[src/rtl/sha256_pkg.sv]
// Shared SHA-256 types and constants for the digest readout path.
package sha256_pkg;

  typedef logic [31:0] word_t;

  localparam int unsigned NUM_WORDS = 8;

  localparam word_t H0 = 32'h6a09e667;
  localparam word_t H1 = 32'hbb67ae85;
  localparam word_t H2 = 32'h3c6ef372;
  localparam word_t H3 = 32'ha54ff53a;
  localparam word_t H4 = 32'h510e527f;
  localparam word_t H5 = 32'h9b05688c;
  localparam word_t H6 = 32'h1f83d9ab;
  localparam word_t H7 = 32'h5be0cd19;

  typedef enum logic [1:0] {
    IDLE = 2'd0,
    SEND = 2'd1,
    DONE = 2'd2
  } state_t;

  function automatic word_t bswap32(input word_t w);
    return {w[7:0], w[15:8], w[23:16], w[31:24]};
  endfunction

endpackage

[src/rtl/sha256_digest_reader_clz32.sv]
// Combinational leading-zero count of a 32-bit word; 32 for an all-zero word.
module clz32 (
  input  logic [31:0] word,
  output logic [5:0]  count
);

  // Ascending scan: the highest set bit is the last one to write count.
  always_comb begin
    count = 6'd32;
    for (int unsigned i = 0; i < 32; i++) begin
      if (word[i]) count = 6'(31 - i);
    end
  end

endmodule

[src/rtl/sha256_digest_reader.sv]
// Captures a 256-bit SHA-256 digest and streams it out as eight 32-bit words,
// counting the digest's leading zero bits along the way.
module sha256_digest_reader
  import sha256_pkg::*;
#(
  parameter bit BYTE_SWAP = 1'b0
) (
  input  logic         clk,
  input  logic         rst,
  input  logic         digest_valid,
  output logic         digest_ready,
  input  logic [255:0] h_in,
  output logic [31:0]  word_out,
  output logic         word_valid,
  input  logic         word_ready,
  output logic [2:0]   word_index,
  output logic         word_last,
  output logic [8:0]   lz_count,
  output logic         lz_valid
);

  state_t                          state;
  logic [NUM_WORDS-1:0][31:0]      words;
  logic [2:0]                      idx;
  logic [8:0]                      acc;
  logic                            counting;
  word_t                           cur;
  logic [5:0]                      cur_clz;

  // words[7] holds H0, so word index k lives at words[~k].
  assign cur = words[~idx];

  clz32 u_clz (
    .word  (cur),
    .count (cur_clz)
  );

  always_ff @(posedge clk) begin
    if (rst) begin
      state    <= IDLE;
      words    <= '0;
      idx      <= '0;
      acc      <= '0;
      counting <= 1'b0;
    end else begin
      case (state)
        IDLE: begin
          if (digest_valid) begin
            words    <= h_in;
            idx      <= '0;
            acc      <= '0;
            counting <= 1'b1;
            state    <= SEND;
          end
        end
        SEND: begin
          if (word_ready) begin
            // A zero word adds 32 and keeps counting; the first nonzero word ends it.
            if (counting) begin
              acc      <= acc + 9'(cur_clz);
              counting <= (cur == '0);
            end
            if (idx == 3'd7) state <= DONE;
            else             idx   <= idx + 3'd1;
          end
        end
        DONE: begin
          idx   <= '0;
          state <= IDLE;
        end
        default: state <= IDLE;
      endcase
    end
  end

  assign digest_ready = (state == IDLE);
  assign word_valid   = (state == SEND);
  assign word_out     = (state != SEND) ? '0 : (BYTE_SWAP ? bswap32(cur) : cur);
  assign word_index   = idx;
  assign word_last    = (state == SEND) && (idx == 3'd7);
  assign lz_count     = acc;
  assign lz_valid     = (state == DONE);

endmodule

[config.mk]
export PLATFORM = sky130hd
export DESIGN_NAME = sha256_digest_reader
export DESIGN_NICKNAME = d
export VERILOG_FILES = /design/src/rtl/sha256_pkg.sv /design/src/rtl/sha256_digest_reader_clz32.sv /design/src/rtl/sha256_digest_reader.sv
export SDC_FILE = /design/constraint.sdc
export NUM_CORES = 1
export LEC_CHECK = 0
export CELL_PAD_IN_SITES_DETAIL_PLACEMENT = 0
export CELL_PAD_IN_SITES_GLOBAL_PLACEMENT = 1
export CORE_UTILIZATION = 38
export CTS_CLUSTER_SIZE = 24
export DETAILED_ROUTE_END_ITERATION = 6
export PLACE_DENSITY = 0.95
export SETUP_SLACK_MARGIN = 0.4
export SLEW_MARGIN = 5
export SYNTH_ARGS = -nofsm -noshare
export SYNTH_HDL_FRONTEND = slang
export SYNTH_HIERARCHICAL = 1
export SYNTH_SLANG_ARGS = --single-unit
[constraint.sdc]
create_clock -name clk -period 9.9 [get_ports clk]
set_input_delay 1.485 -clock clk [delete_from_list [all_inputs] [get_ports clk]]
set_output_delay 1.485 -clock clk [all_outputs]
set_load 0.05 [all_outputs]
Word-level counts from Yosys, hierarchy flattened
Index checks and enable logic that the tools add are counted.

word-level totals
  word-level logic and storage cells = 86
  output and inout bits = 48
  bits in registers = 271

operators by class
  $add $sub $neg = 2
  reduce and logical (&&, ||, !) cells = 10
  magnitude comparators = 1
  bitwise operators = 1
  muxes and demuxes = 51
  eq/ne operators = 9

operators by type and width
  cell                                                                  number
  6-bit two-way mux                                                     32
  32-bit binary-select mux with 3-bit select                            1
  32-bit two-way mux                                                    2
  32-bit logical NOT                                                    1
  9-bit two-way mux                                                     3
  9-bit one-hot mux with 2 select lines                                 1
  9-bit by 6-bit adder with 9-bit output                                1
  3-bit two-way mux                                                     3
  3-bit one-hot mux with 3 select lines                                 1
  2-bit by 1-bit != test with 1-bit output, second input constant       4
  4-bit AND reduction                                                   2
  2-bit two-way mux                                                     3
  3-bit AND reduction                                                   2
  3-bit by 4-bit < comparator with 1-bit output, second input constant  1
  2-bit != test, second input constant                                  2
  2-bit one-hot mux with 2 select lines                                 1
  3-bit by 1-bit adder with 3-bit output, second input constant         1
  3-bit == test, second input constant                                  1
  1-bit two-way mux                                                     3
  3-bit NOT                                                             1
  3-bit nonzero test                                                    1
  2-bit by 1-bit == test with 1-bit output, second input constant       1
  2-bit == test, second input constant                                  1
  2-bit logical NOT                                                     1
  other kinds (4)                                                       4

Longest topological paths before layout
Gate-level depths: netlist (run 1).

  depth after elaboration = 39
  mapped depth = 22
  gate-level depth less buffers = 19

Modules after synthesis
The synthesis (run 1) kept the hierarchy.

modules (own cells, without submodules)
  module                area an instance (sq um)  sequential area each (sq um)  cells an instance  instances
  sha256_digest_reader  11,770.0                  5,425.2                       1,482              1
  clz32                 367.9                     0.0                           65                 1

Least setup slack after synthesis (run 1)
OpenSTA, ideal clock, no wires.

  path kind = reg2reg
  from = reg idx[1] (netlist: word_index[1])
  to = reg acc[6] (netlist: lz_count[6])
  slack = 5.616 ns
  cell stages (with the launch flop) = 21
  buffers on the path = 2
  data arrival time = 4.151 ns
  clock period less this slack = 4.284 ns
  setup time = 0.133 ns
  path through = dfxtp_1 > buf_2 > buf_1 > mux4_2 > a21oi_1 > inv_1 > nor3b_1 > nor3_1 > o31ai_1 > o2111ai_1 > a221oi_1 > ha_1 > inv_1 > fa_1 > nor2b_1 > o21ai_1 > a21boi_0 > o21ai_1 > a21oi_1 > xnor2_1 > nor3_1

RTL lines
  element                                     line                              source
  start, declared                             sha256_digest_reader.sv:24        logic [2:0] idx;
  start signal, assigned                      sha256_digest_reader.sv:64        else idx <= idx + 3'd1;
  3-bit NOT                                   sha256_digest_reader.sv:31        assign cur = words[~idx];
  32-bit binary-select mux with 3-bit select  sha256_digest_reader.sv:31
  32-bit two-way mux (implied by the code)    sha256_digest_reader.sv:31
  named net cur[3]                            sha256_digest_reader.sv:27        word_t cur;
  6-bit two-way mux (29 in series)            sha256_digest_reader_clz32.sv:11  if (word[i]) count = 6'(31 - i);
  named net cur_clz[0]                        sha256_digest_reader.sv:28        logic [5:0] cur_clz;
  9-bit by 6-bit adder with 9-bit output      sha256_digest_reader.sv:60        acc <= acc + 9'(cur_clz);
  9-bit two-way mux                           sha256_digest_reader.sv:59        if (counting) begin
  9-bit two-way mux                           sha256_digest_reader.sv:57        if (word_ready) begin
  9-bit one-hot mux with 2 select lines       sha256_digest_reader.sv:46        case (state)
  end signal, assigned                        sha256_digest_reader.sv:60
  end, declared                               sha256_digest_reader.sv:25        logic [8:0] acc;

The timed path passes the listed nets, and every way through them passes these cells. The select of a mux whose other input is x is not followed.
A chain may end at the register's enable or synchronous reset.

Worst setup path in the final report (run 1)
  from = reg idx[0] (netlist: word_index[0])
  to = out word_out[18]

between the ends
  word-level cells in the longest chain between the ends = 4

ends and longest elaborated chain
  element                                     line                        source
  3-bit NOT                                   sha256_digest_reader.sv:31
  32-bit binary-select mux with 3-bit select  sha256_digest_reader.sv:31
  32-bit two-way mux (implied by the code)    sha256_digest_reader.sv:31
  32-bit two-way mux                          sha256_digest_reader.sv:78  assign word_out = (state != SEND) ? '0 : (BYTE_SWAP ? bswap32(cur) : cur);
  end, declared                               sha256_digest_reader.sv:13  output logic [31:0] word_out,

No other way between the ends. The select of a mux whose other input is x is not followed.

==> results.py, run 1 <==
metrics = {
    "yosys": {
        "synthArstFlopShare_pct": 0,
        "synth_edf_count": 0,
        "syn_area_per_cell_um2": 7.85,
        "ys_ff_latch": 271,
        "synth.distinct_cells": 46,
        "yosysSeqAreaShare_pct": 44.7,
        "syn_nets": 1816,
        "syn_area_um2": 12100,
        "synth_cells": 1547,
        "yosysWarnings": 6,
        "synthFlopType": "dfxtp_1",
    },
    "route": {
        "drt_iter0_drc": 968,
        "drc": 0,
        "drt_pre_antenna_iters": 5,
        "vias_per_cell": 5.27,
        "wirelength_um": 42200,
        "drtAntennaViolNets": 0,
        "num_vias": 11600,
        "wl_per_cell_um": 19.1,
    },
    "floorplanning": {
        "fp-row-count": 65,
        "die_x_um": 181,
        "coreArea_um2": 31500,
        "ios": 308,
        "start_util_pct": 38.6,
        "die_area_um2": 32700,
        "die_h_um": 181,
    },
    "sta": {
        "worst_pin_slew_ns": 1.03,
        "maxSlewViolCount": 0,
        "max_freq_ghz": 0.190,
        "fin_setup_tns_ns": 0,
        "setup_violations": 0,
        "timing.final.crit_share_pct": 53.1,
        "hold_ws_ns": 0.452,
        "rsz0062_at_grt": "false",
        "fin_skew_ns": 0.00634,
        "hold_viol": 0,
        "period_minus_slack_ns": 5.26,
        "slew_headroom_pct": 31.3,
    },
    "worst_setup_path": {
        "crit_fanout": 46,
        "path_buf_inv": 2,
        "worstPathArrival_ns": 3.77,
        "startpoint_type": "flip-flop",
        "reg2reg_slack_ns": 4.78,
        "timing.rr.end": "lz_count[6]",
        "crit_slowest_cell": "clkdlybuf4s50_1",
        "cpPeakStageDelay_ns": 0.78,
        "crit_family": "buffers and inverters",
        "reg2reg_depth": 19,
        "r2r_start": "word_index[0]",
        "end_kind": "primary output",
        "worstPathCellList": "buf_4 > mux4_2 > a21oi_1 > nor2_1 > clkdlybuf4s50_1",
        "crit_type": "flip-flop to primary output",
        "required_ns": 8.42,
    },
    "cts": {
        "cts_buffers": 29,
        "cts-resized-gates": 0,
        "cts_tree": "yes",
        "ctsHoldBuffers": 0,
        "cts.sinks": 271,
        "cts_root_buffer": "clkbuf_16",
        "cts_setup_buffers": 0,
        "cts_htree_levels": 1,
        "clockBufferDepth": 3,
        "clk_pin_slew_ns": 0.06,
        "clkLatencyLatePin_ns": 0.54,
    },
    "grt": {
        "grtUsageTotal_pct": 25.2,
        "grt_start_max_net_pins": 123,
        "grt_overflow": 0,
        "grt_pass1_vias": 11400,
        "grt_pass1_wl_um": 64100,
        "antenna_found_initial": 3,
    },
    "final_layout": {
        "fin_nets": 2051,
        "areaGrowthSynthToFinish_pct": 34.1,
        "drive_above_1_share_pct": 6.16,
    },
    "hold_path": {
        "whs_endpoint": "words[117]",
        "whs_path_depth": 2,
        "hp-class": "flip-flop to flip-flop",
        "min_from": "words[117]",
    },
    "run": {
        "maxCapViolCount": 0,
    },
    "placement": {
        "place_congestion": 0.994,
        "dp_hpwl_um": 30700,
        "portBuffers": 307,
    },
    "power": {
        "p_leak_nw": 5.99,
        "p_per_area_nw_per_um2": 166,
        "vdd.ir_drop.worst_mv": 0.126,
    },
    "outcome": {
        "outcome": "completed",
    },
}
## how the worst max path moves through the flow
stage / from / endpoint / slack, ns / cells past startpoint
global route: word_index[0] / lz_count[8] / 4.26 / 19
detailed placement: word_index[0] / lz_count[6] / 4.74 / 19
floorplan: word_index[1] / lz_count[6] / 5.62 / 20
CTS: word_index[0] / word_out[13] / 4.61 / 6
finish: word_index[0] / word_out[18] / 4.64 / 5
global placement: word_index[0] / lz_count[6] / 4.80 / 19
## through the flow
stage / instances / util (%) / power, mW / worst slack (ns) / instance area, um2
final: 2206 / 51.7 / 2.70 / 4.64 / 16300
after CTS: 2205 / 51.7 / 2.72 / 4.61 / 16300
after global placement: 2153 / 48.7 / 1.65 / 4.80 / 15300
after global routing: 2206 / 51.7 / 2.81 / 4.26 / 16300
after floorplan: 1547 / - / 1.45 / 5.62 / 12100
after detailed placement: 2153 / 48.7 / 1.65 / 4.74 / 15300
## flip-flops by register name, summed over array words and instances (netlist names)
register and count:
counting 1, word_index 3, lz_count 9, words 256, state 2
## synthesized netlist by cell type (11+ instances only)
cell / number / area share, %
inv_1: 46 / 1.4
dfxtp_1: 271 / 45
nand2_1: 527 / 16
mux2i_1: 65 / 5.4
clkbuf_1: 96 / 3.0
mux4_2: 32 / 5.9
a21oi_1: 296 / 12
nor2_1: 49 / 1.5
a21oi_2: 12 / 0.87
o22ai_1: 32 / 1.6
nor4_1: 12 / 0.62
nor3_1: 11 / 0.45
## power by group
group,internal [mW],switching [mW]
sequential,1.15,0.0393
combinational,0.202,0.236
clock,0.632,0.439
## routing by layer
metal / track usage [%] / part of all wire (%) / vias to the layer above / wire length (um)
met4: 10.1 / 4.1 / 4 / 1720
met5: 0 / 0.062 / - / 26
li1: - / - / 5672 / -
met2: 40.4 / 45 / 441 / 19100
met1: 33.0 / 44 / 5425 / 18400
met3: 5.10 / 7.0 / 73 / 2940
## worst reg2reg max path, stage by stage (launching register included)
cell	delay, ns
dfxtp_4	0.62
buf_4	0.60
mux4_2	0.62
a21oi_1	0.26
inv_1	0.14
nor3b_1	0.22
nor3_1	0.08
o31ai_1	0.25
o2111ai_1	0.15
a221oi_1	0.40
ha_1	0.25
inv_1	0.06
fa_1	0.37
nor2b_1	0.16
o21ai_1	0.09
a21boi_0	0.22
o21ai_1	0.11
a21oi_1	0.18
xnor2_1	0.13
nor3_1	0.06
## logic make-up (layout without fill, tap and decap cells)
group                    Yosys count  count (layout)  share of synthesized area [%]
AND/OR/NAND/NOR                  635             635                           20.8
AO/OA/AOI/OAI                    366             366                           16.2
flip-flops                       271             271                           44.7
buffers and inverters            164             420                           5.65
multiplexers                      97              97                           11.3
adder cells (fa/ha/maj)            9               9                          0.990
XOR/XNOR                           5               5                          0.361
other                              0               1                              0
## final cells by class
class / instances / area, um2
clock buffers: 44 / 872
multi-input cells: 1112 / 6040
diodes: 1 / 2.50
flip-flops and latches: 271 / 5430
repair buffers: 320 / 3170
clock inverters: 8 / 78.8
well taps: 402 / 503
inverters: 48 / 180
fillers: 2973 / 15200
## cells in the final DEF (no fill, tap or decap), drive strengths merged, types with 2 or more instances in the layout
cell / count
a21o: 2
clkinv: 5
a21oi: 308
mux4: 32
nand4: 8
ha: 8
a31oi: 2
nand2: 527
o21ai: 8
o22ai: 32
nor3b: 3
nor3: 12
nand3: 8
nor2b: 4
buf: 13
and2: 3
nand2b: 4
or4: 5
xnor2: 5
clkbuf: 45
o31ai: 4
a21boi: 2
mux2i: 65
dfxtp: 271
clkdlybuf4s50: 306
nor2: 49
a2111oi: 2
nor4: 12
inv: 49
No activity file was read; power rests on OpenSTA's default activity.
==> run 2, diff against run 1 <==
--- a/config.mk
+++ b/config.mk
@@ -7,10 +7,10 @@
 export LEC_CHECK = 0
 export CELL_PAD_IN_SITES_DETAIL_PLACEMENT = 0
 export CELL_PAD_IN_SITES_GLOBAL_PLACEMENT = 1
-export CORE_UTILIZATION = 38
+export CORE_UTILIZATION = 36
 export CTS_CLUSTER_SIZE = 24
 export DETAILED_ROUTE_END_ITERATION = 6
-export PLACE_DENSITY = 0.95
+export PLACE_DENSITY = 0.91
 export SETUP_SLACK_MARGIN = 0.4
 export SLEW_MARGIN = 5
 export SYNTH_ARGS = -nofsm -noshare
==> constraint.sdc (replaced) <==
create_clock -name clk -period 4.89 [get_ports clk]
set_input_delay 0.7335 -clock clk [delete_from_list [all_inputs] [get_ports clk]]
set_output_delay 0.7335 -clock clk [all_outputs]
set_load 0.05 [all_outputs]
==> results.py, run 2 (synthesis gave the netlist of run 1 again) <==
metrics = {
    "outcome": {
        "outcome": "completed",
    },
    "cts": {
        "clk_pin_slew_ns": 0.06,
        "cts_htree_levels": 1,
        "cts_root_buffer": "clkbuf_16",
        "cts.sinks": 271,
        "clockBufferDepth": 3,
        "clkLatencyLatePin_ns": 0.55,
        "cts_buffers": 29,
        "cts_tree": "yes",
    },
    "worst_setup_path": {
        "crit_fanout": 12,
        "worstPathCellList": "buf_6 > buf_12 > mux4_2 > a21oi_2 > inv_1 > nor2_1 > o31ai_1 > or4_1 > nor3_1 > a21o_1 > inv_1 > fa_1 > nor2b_1 > o21ai_1 > a21boi_0 > o21ai_1 > a21oi_1 > xnor2_1 > nor3_1",
        "crit_family": "compound AO/OA/AOI/OAI gates",
        "end_kind": "flip-flop",
        "worstPathArrival_ns": 4.71,
        "crit_slowest_cell": "mux4_2",
        "path_buf_inv": 4,
        "crit_type": "flip-flop to flip-flop",
        "startpoint_type": "flip-flop",
        "required_ns": 5.27,
        "cpPeakStageDelay_ns": 0.51,
    },
    "final_layout": {
        "register_area_um2": 5430,
        "largest_reg_flops": 256,
        "layout_commonest_cell": "nand2_1",
        "layout.cells.most_common_list": "nand2_1 (526), clkdlybuf4s50_1 (306), a21oi_1 (289), dfxtp_1 (269), mux2i_1 (65)",
        "diodes": 0,
        "fin_util_pct": 50.7,
        "areaGrowthSynthToFinish_pct": 37.2,
        "final_area_um2": 16700,
        "multiInputGateArea_um2": 6070,
        "max_flop_register": "words",
        "fin_nets": 2072,
        "drive_above_1_share_pct": 7.67,
        "fill_cells": 3185,
    },
    "grt": {
        "grt_overflow": 0,
        "grt_pass1_vias": 11300,
        "antenna_found_initial": 0,
        "grt_pass1_wl_um": 64000,
        "grt_start_max_net_pins": 168,
        "grtUsageTotal_pct": 24.4,
    },
    "placement": {
        "portBuffers": 307,
        "dp_hpwl_um": 32300,
        "placed_area_um2": 15500,
        "place_congestion": 0.960,
        "dp_slack_ns": 0.345,
    },
    "sta": {
        "fin_setup_tns_ns": 0,
        "timing.final.crit_share_pct": 88.6,
        "setup_violations": 0,
        "period_minus_slack_ns": 4.33,
        "rsz0062_at_grt": "true",
        "maxSlewViolCount": 0,
        "fin_ws_ns": 0.556,
        "slew_headroom_pct": 26.2,
        "hold_viol": 0,
        "hold_ws_ns": 0.453,
        "max_freq_ghz": 0.231,
        "fin_skew_ns": 0.0134,
        "worst_pin_slew_ns": 1.11,
    },
    "floorplanning": {
        "die_h_um": 186,
        "fp-row-count": 66,
        "die_x_um": 186,
        "ios": 308,
        "start_util_pct": 36.9,
        "coreArea_um2": 32900,
        "die_area_um2": 34500,
    },
    "route": {
        "drtAntennaViolNets": 0,
        "wl_per_cell_um": 19.2,
        "drt_iter0_drc": 1033,
        "drt_pre_antenna_iters": 5,
        "wirelength_um": 43400,
        "vias_per_cell": 5.22,
        "num_vias": 11800,
        "drc": 0,
    },
    "hold_path": {
        "hp-class": "flip-flop to flip-flop",
    },
    "power": {
        "p_per_area_nw_per_um2": 333,
        "vdd.ir_drop.worst_mv": 0.251,
        "p_leak_nw": 6.14,
    },
    "run": {
        "maxCapViolCount": 0,
    },
}
[run 2: cell count changes in the layout (fill, tap and decap cells not counted), sizes merged]
| cell | delta |
|---|---|
| buf | +19 |
| clkbuf | +2 |
| bufinv | +1 |
| clkinv | +1 |
| diode | -1 |
[run 2: layout make-up]
type / count / share of cell area [%]
Multi-Input combinational cell: 1112 / 36.4
Clock buffer: 44 / 5.12
Inverter: 48 / 1.08
Sequential cell: 271 / 32.6
Timing Repair Buffer: 341 / 20.8
Clock inverter: 10 / 0.646
Tap cell: 442 / 3.32
[run 2: path summary, 6_finish.rpt]
check,to,cells after the start,startpoint,slack (ns)
worst min register to register,words[135],2,words[135],0.45
worst max register to register,lz_count[8],19,word_index[0],0.56
worst max-delay path,lz_count[8],19,word_index[0],0.56
worst min-delay path,words[135],2,words[135],0.45
[run 2: metrics by stage]
| stage | std cells | power [mW] |
|---|---|---|
| 6_report | 2268 | 5.54 |
| 5_1_grt | 2268 | 5.74 |
| 4_1_cts | 2263 | 5.55 |
| 3_5_place_dp | 2204 | 3.37 |
| 3_3_place_gp | 2204 | 3.36 |
| 2_1_floorplan | 1547 | 2.94 |
[run 2: layer usage]
layer	global-route usage (%)	part of all wire, %
met1	32.9	43
met2	40.3	46
met4	7.51	3.0
met3	3.37	7.7
met5	0	0
[run 2: power by group]
part | internal (mW) | switching (mW)
Combinational | 0.434 | 0.501
Clock | 1.30 | 0.895
Sequential | 2.33 | 0.0777
[run 2: tightest hold or removal path, cell delays in order, from the launching register on]
cell	delay, ns
dfxtp_1	0.30
nand2_1	0.05
a21oi_1	0.05
[run 2: repair_timing]
action                                 4_1_cts  5_1_grt
setup endpoints to repair                    2        5
endpoints found under the hold margin        0        0
resized for setup                            1       14
cloned                                       0        2
pin swaps                                    0        2
setup buffers                                5        3
hold buffers                                 0        0
==> run 3, diff against run 2 <==
--- a/config.mk
+++ b/config.mk
@@ -10,6 +10,7 @@
 export CORE_UTILIZATION = 36
 export CTS_CLUSTER_SIZE = 24
 export DETAILED_ROUTE_END_ITERATION = 6
+export GPL_TIMING_DRIVEN = 0
 export PLACE_DENSITY = 0.91
 export SETUP_SLACK_MARGIN = 0.4
 export SLEW_MARGIN = 5
==> constraint.sdc (replaced) <==
create_clock -name clk -period 4.15 [get_ports clk]
set_input_delay 0.83 -clock clk [delete_from_list [all_inputs] [get_ports clk]]
set_output_delay 0.83 -clock clk [all_outputs]
set_load 0.05 [all_outputs]
==> results.py, run 3 (synthesis gave the netlist of run 1 again) <==
metrics = {
    "worst_setup_path": {
        "cpPeakStageDelay_ns": 0.38,
        "path_common_cell": "buf_12",
        "crit_slowest_cell": "dfxtp_4",
        "crit_fanout": 7,
        "cp-startpoint": "word_index[0]",
        "end_kind": "flip-flop",
        "r2r_start": "word_index[0]",
        "startpoint_type": "flip-flop",
        "crit_type": "flip-flop to flip-flop",
        "worstPathCellList": "buf_12 > buf_12 > buf_16 > buf_12 > mux2i_1 > o22ai_1 > a21oi_4 > inv_1 > nor3_1 > o21a_1 > buf_6 > a2111oi_4 > a221oi_2 > ha_2 > inv_2 > fa_2 > nor2b_2 > o21ai_2 > a21boi_2 > o21ai_2 > a21oi_2 > xnor2_1 > nor3_1",
        "required_ns": 4.56,
        "worstPathArrival_ns": 4.60,
    },
    "cts": {
        "clkLatencyLatePin_ns": 0.55,
        "cts_root_buffer": "clkbuf_16",
        "cts_buffers": 29,
        "clk_pin_slew_ns": 0.06,
        "cts_htree_levels": 1,
        "ctsHoldBuffers": 0,
        "cts_tree": "yes",
        "clockBufferDepth": 3,
        "cts.sinks": 271,
    },
    "final_layout": {
        "final_area_um2": 17800,
        "areaGrowthSynthToFinish_pct": 46.6,
        "post_layout_nonfiller_instances": 2389,
        "max_flop_register": "words",
        "layout.cells.most_common_list": "nand2_1 (527), clkdlybuf4s50_1 (275), a21oi_1 (273), dfxtp_1 (268), clkbuf_1 (91)",
        "fin_nets": 2200,
        "largest_reg_flops": 256,
        "layout_commonest_cell": "nand2_1",
        "diodes": 0,
        "drive_above_1_share_pct": 12.7,
    },
    "placement": {
        "dp_hpwl_um": 37300,
        "placed_area_um2": 15800,
        "place_congestion": 0.969,
        "numPlacedInstances": 2295,
        "portBuffers": 306,
    },
    "run": {
        "maxCapViolCount": 0,
    },
    "sta": {
        "period_minus_slack_ns": 4.19,
        "maxSlewViolCount": 0,
        "fin_skew_ns": 0.0180,
        "slew_headroom_pct": 25.9,
        "timing.final.crit_share_pct": 101,
        "setup_violations": 3,
        "hold_viol": 0,
        "max_freq_ghz": 0.239,
        "worst_pin_slew_ns": 1.11,
        "rsz0062_at_grt": "true",
        "fin_ws_ns": -0.0405,
    },
    "hold_path": {
        "hp-class": "flip-flop to flip-flop",
        "min_from": "words[24]",
    },
    "power": {
        "seq_power_share_pct": 42.8,
        "p_clk_share_pct": 37.5,
        "p_sw_share_pct": 27.7,
        "power.switching_mw": 1.83,
        "power.internal_mw": 4.79,
        "vdd.ir_drop.worst_mv": 0.314,
        "p_per_area_nw_per_um2": 372,
        "comb_power_share_pct": 19.8,
        "p_leak_nw": 6.71,
    },
    "floorplanning": {
        "die_area_um2": 34500,
        "coreArea_um2": 32900,
        "die_x_um": 186,
        "fp-row-count": 66,
        "start_util_pct": 36.9,
        "ios": 308,
        "die_h_um": 186,
    },
    "grt": {
        "grtUsageTotal_pct": 27.6,
        "grt_pass1_wl_um": 70600,
        "grt_start_max_net_pins": 14,
        "grt_use_met2_pct": 47.0,
        "grt_overflow": 0,
        "grt_use_met1_pct": 35.7,
        "top_usage_layer": "met2",
        "grt_pass1_vias": 12200,
        "grt_use_met3_pct": 4.15,
        "antenna_found_initial": 0,
    },
    "route": {
        "num_vias": 12500,
        "wl_per_cell_um": 20.5,
        "drc": 0,
        "drtAntennaViolNets": 0,
        "vias_per_cell": 5.25,
        "wirelength_um": 49000,
        "drt_pre_antenna_iters": 5,
        "drt_iter0_drc": 989,
    },
    "outcome": {
        "failed_checks": "negative setup slack",
        "outcome": "complete, but fails checks",
    },
}
[run 3: area by class of cell]
class | instances | area, um2
fillers | 3076 | 15100
multi-input cells | 1112 | 6580
flip-flops and latches | 271 | 5430
repair buffers | 353 | 3510
clock buffers | 41 | 831
plain buffers | 116 | 656
well taps | 442 | 553
inverters | 48 | 180
clock inverters | 6 | 58.8
[run 3: path summary, 6_finish.rpt]
path | slack [ns] | to | cells after the start
setup / recovery | -0.04 | lz_count[8] | 23
hold / removal | 0.45 | words[24] | 2
setup reg to reg | -0.04 | lz_count[8] | 23
hold reg to reg | 0.45 | words[24] | 2
[run 3: critical path, delay by kind of cell, from the launching register on]
family / cells / cell delay (ns)
AOI/OAI and AO/OA: 9 / 1.40
muxes: 1 / 0.19
buffers and inverters: 7 / 0.89
adders and majority gates: 2 / 0.60
xor gates and xnor gates: 1 / 0.13
and+or+nand+nor: 3 / 0.44
DFF: 1 / 0.38
[run 3: repair_timing]
action	CTS	global route
resized for setup	107	80
endpoints found under the setup margin	41	17
cloned	2	1
pin swaps	8	23
buffers inserted	17	27
endpoints found under the hold margin	0	0
[run 3: metal layers]
| metal | share of wire (%) | wire [um] | up-vias |
|---|---|---|---|
| met2 | 46 | 22800 | 593 |
| met3 | 7.8 | 3830 | 98 |
| met4 | 3.7 | 1810 | 0 |
| li1 | - | - | 5963 |
| met5 | 0 | 0 | - |
| met1 | 42 | 20600 | 5895 |
[run 3: stage by stage]
stage | hold WS, ns | util [%] | power [mW] | worst slack, ns | setup TNS, ns
final | 0.454 | 54.1 | 6.63 | -0.0405 | -0.109
after global routing | 0.465 | 54.1 | 6.85 | -0.234 | -0.674
after CTS | 0.455 | 52.4 | 6.52 | 0.00783 | 0
after detailed placement | 0.447 | 48.1 | 4.02 | -0.638 | -3.00
after global placement | 0.439 | 48.1 | 4.00 | -0.660 | -3.24
after floorplan | 0.433 | - | 3.47 | 0.307 | 0
[run 3: power groups by stage]
| stage | Clock (mW) | Sequential, mW | Combinational, mW |
|---|---|---|---|
| after detailed placement | 0 | 2.88 | 1.14 |
| final | 2.48 | 2.83 | 1.31 |
| after CTS | 2.49 | 2.83 | 1.20 |
| after global routing | 2.60 | 2.85 | 1.40 |
| after floorplan | 0 | 2.86 | 0.604 |
| after global placement | 0 | 2.87 | 1.13 |
